File: src/rtl/vending_pkg.sv
// Shared constants for the vending front end: coin values, price, coin-type
// codes, coin acceptor state encodings and a saturating counter helper.
package vending_pkg;

  localparam int unsigned CREDIT_W   = 5;
  localparam int unsigned FIFO_DEPTH = 3;
  localparam int unsigned STAT_W     = 16;

  localparam logic [CREDIT_W-1:0] COIN5_VALUE  = 5'd5;
  localparam logic [CREDIT_W-1:0] COIN10_VALUE = 5'd10;
  localparam logic [CREDIT_W-1:0] PRICE        = 5'd15;

  // Coin-type codes stored in the acceptor queue
  localparam logic COIN_5  = 1'b0;
  localparam logic COIN_10 = 1'b1;

  // Coin acceptor state encodings
  localparam logic [1:0] IDLE    = 2'd0;
  localparam logic [1:0] COLLECT = 2'd1;
  localparam logic [1:0] DRAIN   = 2'd2;
  localparam logic [1:0] HOLDOFF = 2'd3;

  // Add a small increment to a counter, sticking at all-ones
  function automatic logic [STAT_W-1:0] sat_add(input logic [STAT_W-1:0] a,
                                                input logic [1:0]        inc);
    logic [STAT_W:0] sum;
    sum = {1'b0, a} + (STAT_W+1)'(inc);
    return sum[STAT_W] ? '1 : sum[STAT_W-1:0];
  endfunction

endpackage

File: src/rtl/coin_debounce.sv
// Coin sensor conditioner: 2-FF synchroniser, debounce counter, rise detect.
// Ports:
//   clock, reset  rising-edge clock, synchronous active-high reset
//   raw           asynchronous sensor input
//   coin_event    one-cycle pulse when the debounced level rises
module coin_debounce #(
  parameter int unsigned DEBOUNCE_CYCLES = 16
) (
  input  logic clock,
  input  logic reset,
  input  logic raw,
  output logic coin_event
);

  localparam int unsigned CNT_W = $clog2(DEBOUNCE_CYCLES + 1);

  logic             sync_q1;
  logic             sync_q2;
  logic             stable;
  logic [CNT_W-1:0] count;

  // Level flips only after DEBOUNCE_CYCLES consecutive samples that differ from it
  always_ff @(posedge clock) begin
    if (reset) begin
      sync_q1    <= 1'b0;
      sync_q2    <= 1'b0;
      stable     <= 1'b0;
      count      <= '0;
      coin_event <= 1'b0;
    end else begin
      sync_q1    <= raw;
      sync_q2    <= sync_q1;
      coin_event <= 1'b0;
      if (sync_q2 == stable) begin
        count <= '0;
      end else if (count == CNT_W'(DEBOUNCE_CYCLES - 1)) begin
        count      <= '0;
        stable     <= sync_q2;
        coin_event <= sync_q2;
      end else begin
        count <= count + CNT_W'(1);
      end
    end
  end

endmodule

File: src/rtl/coin_acceptor.sv
// Coin acceptor: gathers one purchase's coins (up to 3) and replays them
// back-to-back on price_1/price_2 for the downstream vending FSM.
// Ports:
//   clock, reset           rising-edge clock, synchronous active-high reset
//   coin5_raw, coin10_raw  asynchronous coin sensors
//   price_1, price_2       one cycle per replayed 5 / 10 coin
//   busy                   high while draining or in holdoff
//   coin_reject            one-cycle pulse when coins are refused
//   credit                 value buffered for the current purchase
// Optional macro COIN_ACCEPTOR_STATS_EN adds saturating counters
//   stat_coin5, stat_coin10, stat_reject.
module coin_acceptor
  import vending_pkg::*;
#(
  parameter int unsigned DEBOUNCE_CYCLES = 16,
  parameter int unsigned TIMEOUT_CYCLES  = 1000,
  parameter int unsigned HOLDOFF_CYCLES  = 2
) (
  input  logic       clock,
  input  logic       reset,
  input  logic       coin5_raw,
  input  logic       coin10_raw,
  output logic       price_1,
  output logic       price_2,
  output logic       busy,
  output logic       coin_reject,
  output logic [4:0] credit
`ifdef COIN_ACCEPTOR_STATS_EN
  ,
  output logic [15:0] stat_coin5,
  output logic [15:0] stat_coin10,
  output logic [15:0] stat_reject
`endif
);

  localparam int unsigned FCNT_W  = $clog2(FIFO_DEPTH + 1);
  localparam int unsigned TIMER_W = $clog2(TIMEOUT_CYCLES + 1);
  localparam int unsigned HOLD_W  = $clog2(HOLDOFF_CYCLES + 1);

  logic                  ev5;
  logic                  ev10;
  logic [1:0]            state,  state_n;
  logic [FIFO_DEPTH-1:0] fifo,   fifo_n;
  logic [FCNT_W-1:0]     fcnt,   fcnt_n;
  logic [CREDIT_W-1:0]   credit_n;
  logic [TIMER_W-1:0]    timer,  timer_n;
  logic [HOLD_W-1:0]     hold,   hold_n;
  logic                  price_1_n, price_2_n, busy_n, reject_n;
  logic                  accepting, take5, take10;

  coin_debounce #(.DEBOUNCE_CYCLES(DEBOUNCE_CYCLES)) u_deb5 (
    .clock(clock), .reset(reset), .raw(coin5_raw), .coin_event(ev5)
  );

  coin_debounce #(.DEBOUNCE_CYCLES(DEBOUNCE_CYCLES)) u_deb10 (
    .clock(clock), .reset(reset), .raw(coin10_raw), .coin_event(ev10)
  );

  // Queue admission: 5 goes ahead of 10 when both arrive together
  assign accepting = (state == IDLE) || (state == COLLECT);
  assign take5     = accepting && ev5 && (fcnt < FCNT_W'(FIFO_DEPTH));
  assign take10    = accepting && ev10 &&
                     ((fcnt + FCNT_W'(take5)) < FCNT_W'(FIFO_DEPTH));

  // Next-state and datapath
  always_comb begin
    state_n   = state;
    fifo_n    = fifo;
    fcnt_n    = fcnt;
    credit_n  = credit;
    timer_n   = timer;
    hold_n    = hold;
    price_1_n = 1'b0;
    price_2_n = 1'b0;
    reject_n  = 1'b0;

    case (state)
      IDLE, COLLECT: begin
        if (take5)  fifo_n[fcnt] = COIN_5;
        if (take10) fifo_n[fcnt + FCNT_W'(take5)] = COIN_10;
        fcnt_n   = fcnt + FCNT_W'(take5) + FCNT_W'(take10);
        credit_n = credit + (take5 ? COIN5_VALUE : '0) + (take10 ? COIN10_VALUE : '0);
        reject_n = (ev5 && !take5) || (ev10 && !take10);
        if (take5 || take10) begin
          timer_n = '0;
          state_n = (credit_n >= PRICE) ? DRAIN : COLLECT;
        end else if (state == COLLECT) begin
          if (timer == TIMER_W'(TIMEOUT_CYCLES - 1)) state_n = DRAIN;
          else                                       timer_n = timer + TIMER_W'(1);
        end
      end
      DRAIN: begin
        reject_n = ev5 || ev10;
        if (fcnt != '0) begin
          price_1_n = (fifo[0] == COIN_5);
          price_2_n = (fifo[0] == COIN_10);
          fifo_n    = {1'b0, fifo[FIFO_DEPTH-1:1]};
          fcnt_n    = fcnt - FCNT_W'(1);
        end
        if (fcnt <= FCNT_W'(1)) begin
          state_n  = HOLDOFF;
          credit_n = '0;
          hold_n   = '0;
        end
      end
      HOLDOFF: begin
        reject_n = ev5 || ev10;
        if (hold == HOLD_W'(HOLDOFF_CYCLES - 1)) state_n = IDLE;
        else                                     hold_n  = hold + HOLD_W'(1);
      end
      default: state_n = IDLE;
    endcase

    busy_n = (state_n == DRAIN) || (state_n == HOLDOFF);
  end

  // State and registered outputs
  always_ff @(posedge clock) begin
    if (reset) begin
      state       <= IDLE;
      fifo        <= '0;
      fcnt        <= '0;
      credit      <= '0;
      timer       <= '0;
      hold        <= '0;
      price_1     <= 1'b0;
      price_2     <= 1'b0;
      busy        <= 1'b0;
      coin_reject <= 1'b0;
    end else begin
      state       <= state_n;
      fifo        <= fifo_n;
      fcnt        <= fcnt_n;
      credit      <= credit_n;
      timer       <= timer_n;
      hold        <= hold_n;
      price_1     <= price_1_n;
      price_2     <= price_2_n;
      busy        <= busy_n;
      coin_reject <= reject_n;
    end
  end

`ifdef COIN_ACCEPTOR_STATS_EN
  logic [1:0] rej_inc;
  assign rej_inc = {1'b0, ev5 && !take5} + {1'b0, ev10 && !take10};

  // Accepted / rejected coin counters, sticky at full scale
  always_ff @(posedge clock) begin
    if (reset) begin
      stat_coin5  <= '0;
      stat_coin10 <= '0;
      stat_reject <= '0;
    end else begin
      stat_coin5  <= sat_add(stat_coin5,  {1'b0, take5});
      stat_coin10 <= sat_add(stat_coin10, {1'b0, take10});
      stat_reject <= sat_add(stat_reject, rej_inc);
    end
  end
`endif

endmodule

File: config.mk
export PLATFORM = sky130hd
export DESIGN_NAME = coin_acceptor
export DESIGN_NICKNAME = d
export VERILOG_FILES = /design/src/rtl/vending_pkg.sv /design/src/rtl/coin_debounce.sv /design/src/rtl/coin_acceptor.sv
export SDC_FILE = /design/constraint.sdc
export NUM_CORES = 1
export LEC_CHECK = 0
export CORE_MARGIN = 4
export CORE_UTILIZATION = 59
export CTS_CLUSTER_DIAMETER = 30
export DETAILED_ROUTE_END_ITERATION = 8
export GPL_TIMING_DRIVEN = 0
export PLACE_DENSITY = 0.82
export SLEW_MARGIN = 25
export SYNTH_ARGS = -nofsm -noshare
export SYNTH_HDL_FRONTEND = slang
export SYNTH_SLANG_ARGS = --single-unit
File: constraint.sdc
create_clock -name clock -period 3.9 [get_ports clock]
set_input_delay 0.585 -clock clock [delete_from_list [all_inputs] [get_ports clock]]
set_output_delay 0.585 -clock clock [all_outputs]
set_load 0.03 [all_outputs]
==> results by group <==
Placed design
  – Placed insts: 326
  – Post-DP HPWL: 3.14 mm
  – Setup slack at placement: 0.867 ns
  – Port Buffers: 12
  – Placer Congestion: 0.905
  – Post-DP Area: 2450 um2

CTS
  – Cts bufs inserted: 5
  – # Post-CTS Setup Buffers: 0
  – CTS sink count: 45
  – CTS root buf: clkbuf_8
  – Hold_buf cts: 0
  – PostCTS Resize Cnt: 0
  – Clock-pin slew on the worst setup and hold paths: 0.08 ns
  – CTS tree: yes
  – H-tree depth: 2
  – Clock latency at the later pin of the worst-skew pair: 0.30 ns
  – Max Root-Sink Buffers: 2

Power
  – Leakage power: 0.925 nW
  – Worst vdd ir: 0.251 mV
  – Reg power frac: 0.606
  – Switching Share: 0.205
  – Clk pwr share: 0.374
  – Comb pwr share: 0.020
  – Pwr Density: 300 nW/um2
  – Int Power: 0.607 mW
  – Total power: 0.764 mW
  – Net Sw Power: 0.156 mW

Yosys
  – Cells after synthesis: 266
  – Unique masters post-synth: 47
  – Post-synth EDFFs: 0
  – Most instantiated cells after synthesis: dfxtp_1, nor2_1, nand2_1
  – Syn_area_per_cell: 8.55 um2
  – Register area share after synthesis: 0.396
  – Synthesis Warnings: 0
  – Seq cells post-synth: 45
  – Ys async rst share: 0
  – Largest cells by area after synthesis: dfxtp_1, ha_1, nor2_1
  – Synth Flop Type: dfxtp_1
  – Synth top area share: 0.396
  – Post-synthesis instance area: 2270 um2
  – Synthesized net count: 281
  – Top-count cell post-synth: dfxtp_1
  – Leading area contributor after synthesis: dfxtp_1

GRT
  – Vias in the first global route: 1730
  – Grt total ovfl: 0
  – Global-route wire length before repair: 7.45 mm
  – Initial antenna violation count: 0
  – Total global-route track usage: 0.187
  – Largest net degree at the start of global routing: 14

Floorplan
  – Die width: 70.1 um
  – Die Y: 70.1 um
  – Starting Density: 0.617
  – Row count: 22
  – Core footprint: 3690 um2
  – Die Area: 4910 um2
  – Ports: 13

Timing
  – RSZ-0062 raised after global routing: no
  – Min Tclk post-route: 3.06 ns
  – Clock Skew: 0.00774 ns
  – Final Hold Vio Count: 0
  – Fin Setup TNS: 0 ns
  – Worst-Margin Slew: 0.663 ns
  – Max-slew headroom: 0.554
  – Worst hold margin: 0.452 ns
  – Final setup viols: 0
  – Max Clk Rate: 326 MHz
  – Final WS setup: 0.837 ns
  – Final max-slew violation count: 0
  – Fin crit share: 0.785

Worst setup path
  – Setup crit end kind: flop
  – CP Class: flop to flop
  – CP Data Arrival Time: 3.28 ns
  – CP Max Fanout: 10
  – FF-to-FF path depth: 10
  – Data required, critical path: 4.12 ns
  – Critical Path Source Type: flop

Routing
  – Final Routed Wirelength: 4.28 mm
  – DRC: 0
  – Vias per Instance: 5.50
  – Pre-antenna DRT Iters: 4
  – DR vias: 1833
  – Routed Antenna Nets: 0
  – Initial DRC count: 95
  – WL/cell: 12.9 um

Status
  – Outcome: complete, no violations

Cells and area
  – Fin util: 0.690
  – Antenna cells: 0
  – Post-route insts no fill: 333
  – Final instance area: 2540 um2
  – Layout cells sized above 1: 0.0491
  – Area Growth Syn to Fin: 11.9%
  – Final net count: 300

Min path
  – Worst hold path class: flop to flop
  – Hold Path Stages: 1

Flow run
  – Max Cap Viol: 0
critical path: stages, from the launching register on:
cell and delay, ns:
dfxtp_1 0.52, ha_1 0.35, and4bb_4 0.28, a211oi_4 0.34, xor2_1 0.12, ha_1 0.26
maj3_1 0.34, o21ai_1 0.11, o21ai_1 0.12, or3b_1 0.36, a31oi_1 0.18
cells in the final DEF, fill, tap and decap left out, types with 2 or more instances in the layout:
cell,synthesis,layout
and2_1,2,2
clkbuf_1,5,5
maj3_1,2,2
a21o_1,3,3
clkdlybuf4s50_1,0,12
o21ai_0,3,3
a31oi_1,4,4
and3_1,4,4
or3b_1,2,2
nor3_1,8,8
dfxtp_1,45,45
buf_2,2,2
nor4bb_1,2,2
a21oi_1,15,15
nand3_1,13,13
mux2i_1,3,3
o21ai_1,4,4
buf_1,3,3
nor2b_1,9,9
nor2_1,36,36
o211ai_1,3,3
xor2_1,11,11
nand2b_1,5,5
nand2_1,19,19
inv_1,11,11
a211oi_1,4,4
ha_1,11,11
clkbuf_8,0,6
or3_1,4,4
nand4_1,4,4
xnor2_1,11,11
layout make-up:
| class | count | area (um2) |
|---|---|---|
| Timing Repair Buffer | 12 | 120 |
| Clock inverter | 1 | 7.51 |
| Buffer | 11 | 51.3 |
| Fill cell | 314 | 1140 |
| Inverter | 11 | 41.3 |
| Sequential cell | 45 | 901 |
| Clock buffer | 6 | 82.6 |
| Multi-Input combinational cell | 199 | 1280 |
| Tap cell | 48 | 60.1 |
worst paths after layout:
kind | endpoint | from | slack [ns]
worst max-delay path | credit[4] | fcnt[1] | 0.84
worst min-delay path | u_deb5.count[0] | u_deb5.count[0] | 0.45
worst max register to register | credit[4] | fcnt[1] | 0.84
worst min register to register | u_deb5.count[0] | u_deb5.count[0] | 0.45
flip-flops by register name, indices dropped and copies added, names as in the netlist, named ones only:
signal,count
credit,5
u_deb10.count,5
u_deb5.sync_q1,1
hold,2
price_2,1
u_deb5.coin_event,1
price_1,1
fcnt,2
u_deb5.stable,1
u_deb10.stable,1
u_deb10.sync_q1,1
coin_reject,1
u_deb10.sync_q2,1
fifo,3
timer,10
u_deb5.sync_q2,1
u_deb10.coin_event,1
u_deb5.count,5
routing by layer:
layer,global-route usage,vias to the layer above,part of all wire
li1,-,955,-
met1,0.236,818,0.47
met2,0.294,48,0.45
met3,0.0446,12,0.052
met4,0.102,0,0.030
met5,0,-,0
logic make-up after synthesis:
logic type,share of synthesized area
XOR/XNOR,0.0847
flip-flops,0.396
AND/OR/NAND/NOR,0.262
buffers and inverters,0.0407
AO/OA/AOI/OAI,0.134
adder cells (fa/ha/maj),0.0693
multiplexers,0.0132
power groups by stage:
stage	clock network [mW]	logic (mW)	registers, mW
floorplan	0	0.00884	0.473
global placement	0	0.0150	0.474
detailed placement	0	0.0152	0.474
CTS	0.295	0.0153	0.463
global route	0.320	0.0168	0.463
finish	0.286	0.0152	0.463
(Power assumes the default switching activity.)
==> variant: new RTL, same flow settings <==
Add a define of `COIN_ACCEPTOR_STATS_EN`.
--- a/src/rtl/coin_acceptor.sv
+++ b/src/rtl/coin_acceptor.sv
@@ -11,2 +11,4 @@
 //   stat_coin5, stat_coin10, stat_reject.
+`define COIN_ACCEPTOR_STATS_EN
+
 module coin_acceptor
Behaviour (old outputs only; new: stat_coin10, stat_coin5 and stat_reject): unchanged (Yosys induction, for registers that start in step).
==> variant against the original RTL <==
Final area is 110% higher; sequential cell count is 48 higher; wire length is 130% higher; cell count is 110% higher; setup slack worse by 0.27 ns; die area is 86% higher; synthesized area is 99% higher; total power is 110% higher; critical path type unchanged; critical endpoint is now stat_reject[3].
==> variant: results (changes against the original RTL) <==
outcome: "finished clean"
syn_nets: 542  # +93%
reg2reg_from: "fcnt[1]"
drive_gt1_frac: 0.0621  # +0.0130
port-buffer-count: 59  # +47
post-cts-setup-buffers: 0  # unchanged
ys_warn_count: 0  # unchanged
worst_pin_slew_ns: 0.913  # +0.251 ns
yosysUniqueCellTypes: 65  # +38%
irDropWorstVdd_mv: 0.182  # -28%
dp_worst_setup_slack_ns: 0.643  # -0.224 ns
cts_root_buf: "clkbuf_8"
yosysSeqAreaShare: 0.411  # +0.0150
critPathMaxFanout: 10  # unchanged
ys.flop_type: "dfxtp_1"
fillers: 569  # +81%
grt_pass1_wl_um: 17000  # +130%
reg.largest.list: "stat_coin10 x16, stat_coin5 x16, stat_reject x16"
fmax_ghz: 0.300  # -8.0%
antenna_found_initial: 0  # unchanged
post_cts_resized: 0  # unchanged
synthArstFlopShare: 0  # unchanged
rows: 31  # +41%
synthTopCellsByArea: "dfxtp_1 41%, a21oi_1 6.1%, xnor2_1 5.8%, nor2_1 5.6%, ha_1 4.1%"
htree_levels: 3  # +1
first_global_vias: 3713  # +110%
worstPathArrival_ns: 3.61  # +0.33 ns
clock_path_buffers: 2  # unchanged
wl_per_cell_um: 14.4  # +12%
skew_ns: 0.00951  # +0.00178 ns
ant_nets: 0  # unchanged
ff2ff_path_depth: 11  # +1
drtIter0Drc: 182  # +92%
diodes: 0  # unchanged
place_hpwl_um: 7300  # +130%
hold_class: "reg2reg"
grt_use_total: 0.233  # +0.0455
holdWs_ns: 0.441  # -0.0107 ns
cts_buffers: 9  # +4
grt_max_degree: 15  # +1
gp_congestion: 0.889  # -1.7%
crit_type: "reg2reg"
first_pass_iters: 5  # +1
p_leak_nw: 1.91  # +110%
nets: 612  # +100%
r2r_slack_ns: 0.57  # -0.27 ns
path_clk_slew_ns: 0.08  # about the same
vias: 3924  # +110%
crit_end: "stat_reject[3]"
synth_common_cells: "93 x dfxtp_1, 67 x nor2_1, 55 x a21oi_1"
clk_latency_ns: 0.35  # +0.05 ns
[variant: changes by cell type in the layout (fill, tap and decap cells not counted), sizes merged, moves of 14 or more]
cell,change
a21oi,+41
clkbuf,+14
clkdlybuf4s50,+47
dfxtp,+48
nand2,+15
nand3,+14
nor2,+31
xnor2,+19
[variant: area by class of cell]
| class | instances | area share |
|---|---|---|
| buffer | 24 | 0.0210 |
| clock buffer | 11 | 0.0260 |
| clock inverter | 4 | 0.00898 |
| inverter | 20 | 0.0138 |
| multi-input combinational | 385 | 0.456 |
| sequential | 93 | 0.343 |
| tap | 99 | 0.0228 |
| timing repair buffer | 59 | 0.109 |
[variant: report_power, final]
group / switching, mW / total [mW] / leakage (nW) / internal [mW]
logic: 0.0198 / 0.0265 / 1.06 / 0.00666
registers: 0.00132 / 0.952 / 0.750 / 0.951
clock network: 0.316 / 0.626 / 0.0992 / 0.310
[variant: worst min-delay path by stage]
stage	from	to	cells after the start
floorplan	u_deb10.sync_q1	u_deb10.sync_q2	1
global placement	u_deb5.sync_q1	u_deb5.sync_q2	1
detailed placement	u_deb5.sync_q1	u_deb5.sync_q2	1
CTS	u_deb5.sync_q1	u_deb5.sync_q2	1
global route	u_deb5.sync_q1	u_deb5.sync_q2	1
finish	u_deb5.sync_q1	u_deb5.sync_q2	1
[variant: layer usage]
layer,global-route usage,vias to the layer above,share of wire
li1,-,1957,-
met1,0.293,1849,0.44
met2,0.389,106,0.49
met3,0.0537,12,0.052
met4,0.0829,0,0.012
met5,0,-,0
[variant: through the flow]
stage                      util  std cells  cell area (µm²)
after floorplan               -        522             4530
after global placement    0.712        680             5240
after detailed placement  0.712        680             5240
after CTS                 0.737        695             5430
after global routing      0.737        695             5430
final                     0.737        695             5430
[variant: cells by family (layout without fill, tap and decap cells)]
kind of cell / count (synthesis) / in the layout / synth area share
XOR/XNOR: 45 / 45 / 0.0870
flip-flops: 93 / 93 / 0.411
multiplexers: 12 / 12 / 0.0265
adder cells (fa/ha/maj): 17 / 17 / 0.0481
AO/OA/AOI/OAI: 100 / 100 / 0.141
buffers and inverters: 44 / 118 / 0.0417
AND/OR/NAND/NOR: 211 / 211 / 0.245
[variant: critical path, cell delays in order, from the launching register on]
cell	delay, ns
dfxtp_1	0.36
ha_1	0.25
and4bb_4	0.42
a211oi_4	0.08
nand2b_1	0.21
fa_1	0.40
inv_1	0.07
ha_1	0.18
nand3_1	0.19
or4b_1	0.64
clkbuf_1	0.26
a21oi_1	0.19
